**config.mk**
```make
export PLATFORM = sky130hd
export DESIGN_NAME = regc_byte_tx
export DESIGN_NICKNAME = d
export VERILOG_FILES = /design/src/rtl/regc_byte_tx.sv
export SDC_FILE = /design/constraint.sdc
export NUM_CORES = 1
export LEC_CHECK = 0
export ABC_AREA = 1
export CORE_AREA = 5 5 54 92
export DETAILED_ROUTE_END_ITERATION = 10
export DIE_AREA = 0 0 59 97
export GPL_TIMING_DRIVEN = 0
export SLEW_MARGIN = 15
export SYNTH_ARGS = -nofsm -noshare
export SYNTH_HDL_FRONTEND = slang
export SYNTH_SLANG_ARGS = --single-unit
```
**constraint.sdc**
```tcl
create_clock -name clk -period 5.15 [get_ports clk]
set_clock_uncertainty 0.2 [all_clocks]
set_input_delay 0.7725 -clock clk [delete_from_list [all_inputs] [get_ports clk]]
set_output_delay 0.7725 -clock clk [all_outputs]
set_load 0.1 [all_outputs]
```
**src/rtl/regc_byte_tx.sv**
```systemverilog
// Transmit side of the 16-bit C result register: captures a word on ld and
// sends it as two bytes over a valid/ready interface, reporting completion.
module regc_byte_tx #(
  parameter bit MSB_FIRST = 1'b1
) (
  input  logic        clk,
  input  logic        clr,
  input  logic        ld,
  input  logic [15:0] din,
  output logic [7:0]  dout,
  output logic        dout_valid,
  input  logic        dout_ready,
  output logic        busy,
  output logic        done,
  output logic        ld_err,
  output logic [7:0]  word_cnt
);

  typedef enum logic [1:0] {
    IDLE  = 2'd0,
    SEND0 = 2'd1,
    SEND1 = 2'd2,
    DONE  = 2'd3
  } state_t;

  state_t      r_state;
  state_t      w_state_nxt;
  logic [15:0] r_shadow;
  logic [7:0]  r_dout;
  logic        r_valid;
  logic        r_busy;
  logic        r_done;
  logic        r_ld_err;
  logic [7:0]  r_cnt;

  logic        w_xfer;
  logic        w_capture;
  logic        w_in_send;
  logic [7:0]  w_dout_nxt;
  logic        w_valid_nxt;
  logic        w_busy_nxt;
  logic        w_done_nxt;
  logic        w_ld_err_nxt;
  logic [7:0]  w_cnt_nxt;

  function automatic logic [7:0] first_byte(input logic [15:0] w);
    return MSB_FIRST ? w[15:8] : w[7:0];
  endfunction

  function automatic logic [7:0] second_byte(input logic [15:0] w);
    return MSB_FIRST ? w[7:0] : w[15:8];
  endfunction

  assign w_xfer    = r_valid & dout_ready;
  assign w_in_send = (r_state == SEND0) || (r_state == SEND1);
  // DONE accepts a new word exactly like IDLE, giving a 3-cycle word period
  assign w_capture = ld & ((r_state == IDLE) || (r_state == DONE));

  // State and registered outputs
  always_ff @(posedge clk or posedge clr) begin
    if (clr) begin
      r_state  <= IDLE;
      r_shadow <= 16'h0000;
      r_dout   <= 8'h00;
      r_valid  <= 1'b0;
      r_busy   <= 1'b0;
      r_done   <= 1'b0;
      r_ld_err <= 1'b0;
      r_cnt    <= 8'h00;
    end else begin
      r_state  <= w_state_nxt;
      if (w_capture)
        r_shadow <= din;
      r_dout   <= w_dout_nxt;
      r_valid  <= w_valid_nxt;
      r_busy   <= w_busy_nxt;
      r_done   <= w_done_nxt;
      r_ld_err <= w_ld_err_nxt;
      r_cnt    <= w_cnt_nxt;
    end
  end

  // Next-state logic
  always_comb begin
    w_state_nxt = r_state;
    case (r_state)
      IDLE, DONE: w_state_nxt = ld ? SEND0 : IDLE;
      SEND0:      if (w_xfer) w_state_nxt = SEND1;
      SEND1:      if (w_xfer) w_state_nxt = DONE;
      default:    w_state_nxt = IDLE;
    endcase
  end

  // Next values of the registered outputs
  always_comb begin
    w_dout_nxt   = r_dout;
    w_cnt_nxt    = r_cnt;
    w_ld_err_nxt = ld & w_in_send;
    w_valid_nxt  = (w_state_nxt == SEND0) || (w_state_nxt == SEND1);
    w_busy_nxt   = w_valid_nxt;
    w_done_nxt   = (w_state_nxt == DONE);
    if (w_capture)
      w_dout_nxt = first_byte(din);
    else if ((r_state == SEND0) && w_xfer)
      w_dout_nxt = second_byte(r_shadow);
    if ((r_state == SEND1) && w_xfer)
      w_cnt_nxt = r_cnt + 8'd1;
  end

  assign dout       = r_dout;
  assign dout_valid = r_valid;
  assign busy       = r_busy;
  assign done       = r_done;
  assign ld_err     = r_ld_err;
  assign word_cnt   = r_cnt;

endmodule
```
==> results.cfg, run 1 <==
[outcome]
run_status = finished clean

[placed_design]
io_buffers = 38
dp_slack_ps = 2415
gpl.final_weighted_congestion = 0.7653
place_hpwl_um = 2255

[clock_network]
htreeDepth = 2
cts.sink_count = 29
insertion_delay_ps = 270
clk_pin_slew_worst_paths_ps = 60
clockRootBuffer = sky130_fd_sc_hd__clkbuf_8
post_cts_buffers = 0
cts_tree = built
hold_buffers = 0
cts.path.max_buffers = 2
cts_inserted_buffers = 5
post_cts.resized_instances = 0

[finish]
final_nets = 228
postLayoutCoreUtil_pct = 46.74
insertedDiodeCount = 0
area.growth.synth_to_final_pct = 37.88
post_route_cells_drive_above_1_share_pct = 9.852

[grt]
maximum_number_of_pins_on_one_net_before_global_route_repair = 30
grt_pass1_wl_um = 5092
antenna_found_initial = 0
groute.usage.overall_pct = 11.61
grt_pass1_vias = 1173
grt_overflow = 0

[yosys]
yosysUniqueCellTypes = 19
post_synth_main_area_contributors = sky130_fd_sc_hd__dfrtp_1 (52%), sky130_fd_sc_hd__nand2_1 (14%), sky130_fd_sc_hd__nand3_1 (10%)
synth.cells.most_frequent = sky130_fd_sc_hd__nand2_1 (52), sky130_fd_sc_hd__dfrtp_1 (29), sky130_fd_sc_hd__nand3_1 (28), sky130_fd_sc_hd__inv_1 (14)
synth-seq-cells = 29
synth_edf_count = 0
postSynthAreaPerCell_um2 = 8.822
synth_top_flop_cell = sky130_fd_sc_hd__dfrtp_1
ys_async_sr_fraction_pct = 100.0
post_synth_and_or_nand_nor_area_fraction_pct = 31.33
syn_nets = 183
synth-warning-count = 0
synth-seq-area-share_pct = 52.06
yosys.cell_count.top_type = sky130_fd_sc_hd__nand2_1
main_combinational_cell_family_by_area_after_synthesis = simple AND/OR/NAND/NOR gates
synthesis.instances = 158
synth.area.mux_share_pct = 0.8079
synth_top_area_cell = sky130_fd_sc_hd__dfrtp_1
yosys.area.top_type_share_pct = 52.06
post_synth_fa_ha_maj_area_fraction_pct = 4.488
synth_xor_xnor_area_share_pct = 2.513
netlist_area_um2 = 1394
synth_compound_gate_area_share_pct = 2.154

[sta]
fmax_mhz = 332.3
grt_setup_unrepaired = false
hold_viol_final = 0
final_critical_path_setup_slack_ps = 2141
final-setup-viol-count = 0
period_minus_ws_final_ps = 3010
slew_of_the_pin_with_the_lowest_slew_margin_ps = 1001
final-max-slew-violation-count = 0
max-slew-margin-rel_pct = 33.08
min_period_over_period_pct = 58.44
tns_ps = 0
hold-worst-slack_ps = 263.8

[critical_path]
timing.critical_path.from_type = register
timing.critical_path.fanout_max = 5
element_type_at_the_critical_path_end = primary output
depth_of_the_worst_register_to_register_path = 7
worst-endpoint-required_ps = 4180
arrival_ps = 2040
crit_path_start = busy
timing.critical_path.to = dout_valid
ws_path_type = reg -> out
critical_path.reg2reg.startpoint = r_state[0]
regToRegEndpoint = busy
setup.reg_to_reg.worst_slack_ps = 3210

[floorplanning]
floorplan.initialDensity_pct = 33.90
placement_rows = 31
die_x_um = 59
placeableCoreArea_um2 = 4111
io_pins = 40
die-height_um = 97
dieArea_um2 = 5723

[routing]
antenna_left = 0
route.vias.total = 1118
drt_pass1_iterations = 3
viasPerCell = 4.437
drcViolationCount = 0
drt_iter0_markers = 19
drt_wl_total_um = 2906
routedWlPerCell_um = 11.53

[min_path]
min-delay-path-class = reg -> reg
whs_path_depth = 2

[power_and_ir_drop]
vdd.ir_drop.worst_mv = 0.3831
power.static_leakage_nw = 0.9703
power.density_nw_per_um2 = 673.9

[run]
drv_cap = 0
cell usage in the layout, fill, tap and decap left out, types with 2 or more instances in the layout:
master / instances
sky130_fd_sc_hd__buf_4: 4
sky130_fd_sc_hd__nand2_1: 52
sky130_fd_sc_hd__dfrtp_1: 29
sky130_fd_sc_hd__xor2_1: 4
sky130_fd_sc_hd__clkdlybuf4s50_1: 38
sky130_fd_sc_hd__ha_1: 5
sky130_fd_sc_hd__nor2_1: 5
sky130_fd_sc_hd__nand3_4: 2
sky130_fd_sc_hd__inv_1: 13
sky130_fd_sc_hd__a21oi_1: 4
sky130_fd_sc_hd__nand3_1: 28
sky130_fd_sc_hd__buf_2: 2
sky130_fd_sc_hd__o21ai_0: 2
sky130_fd_sc_hd__clkbuf_8: 6
layer usage:
| metal | global-route usage [%] | routed length [µm] | vias to the layer above |
|---|---|---|---|
| li1 | - | - | 588 |
| met1 | 12.05 | 1103 | 492 |
| met2 | 20.53 | 1554 | 33 |
| met3 | 2.530 | 183 | 5 |
| met4 | 6.283 | 65 | 0 |
| met5 | 0 | 0 | - |
worst min path at each step:
stage,from,end,slack (ps)
2_1_floorplan,r_shadow[0],r_shadow[0],240
3_3_place_gp,r_shadow[4],r_shadow[4],250
3_5_place_dp,r_shadow[0],r_shadow[0],260
4_1_cts,r_shadow[0],r_shadow[0],270
5_1_grt,r_shadow[0],r_shadow[0],280
6_report,r_shadow[0],r_shadow[0],260
stage by stage:
step	std cells	power, W	cell area (µm²)
floorplan	158	0.0009437	1394
finish	252	0.001295	1922
global placement	245	0.001118	1836
global route	252	0.001380	1922
CTS	252	0.001314	1922
detailed placement	245	0.001124	1836
logic make-up after synthesis:
kind of cell               Yosys count
and+or+nand+nor                     93
AOI/OAI and AO/OA                    6
xor gates and xnor gates             4
muxes                                1
adders and majority gates            5
DFF                                 29
buffers and inverters               20
worst max-delay path, stage by stage (launching register included):
cell	delay (ps)
sky130_fd_sc_hd__dfrtp_1	490
sky130_fd_sc_hd__buf_4	160
sky130_fd_sc_hd__clkdlybuf4s50_1	1120
report_power, final:
group	switching [W]	internal (W)	leakage, nW
sequential	0.0000545	0.000312	0.361
clock	0.0000797	0.000106	0.0443
combinational	0.000553	0.000190	0.565
flip-flops by register name, summed over array words and instances, names as in the netlist:
register  flops
dout          8
r_shadow      8
word_cnt      8
r_state       2
busy          1
done          1
ld_err        1
layout make-up:
| type | instances | area, µm² |
|---|---|---|
| timing repair buffer | 38 | 380.4 |
| fill | 434 | 2190 |
| multi-input combinational | 109 | 575.6 |
| sequential | 29 | 725.7 |
| buffer | 6 | 40.04 |
| inverter | 14 | 52.55 |
| tap | 49 | 61.31 |
| clock buffer | 7 | 86.33 |
Note: power is estimated with default switching activity, not from simulation.
==> inputs of run 2 (changes only) <==
==> constraint.sdc (replaced) <==
create_clock -name clk -period 2.8 [get_ports clk]
set_clock_uncertainty 0.2 [all_clocks]
set_input_delay 0.42 -clock clk [delete_from_list [all_inputs] [get_ports clk]]
set_output_delay 0.42 -clock clk [all_outputs]
set_load 0.1 [all_outputs]
==> results of run 2 <==
The final DEF is identical to that of run 1. Status: finished clean.
Among the figures that moved: setup slack after placement 2415 ps -> 417.5 ps; setup slack after layout 2141 ps -> 143.0 ps; register-to-register setup slack 3210 ps -> 860 ps; total power 0.001295 W -> 0.002382 W; worst IR drop on VDD 0.3831 mV -> 0.7047 mV
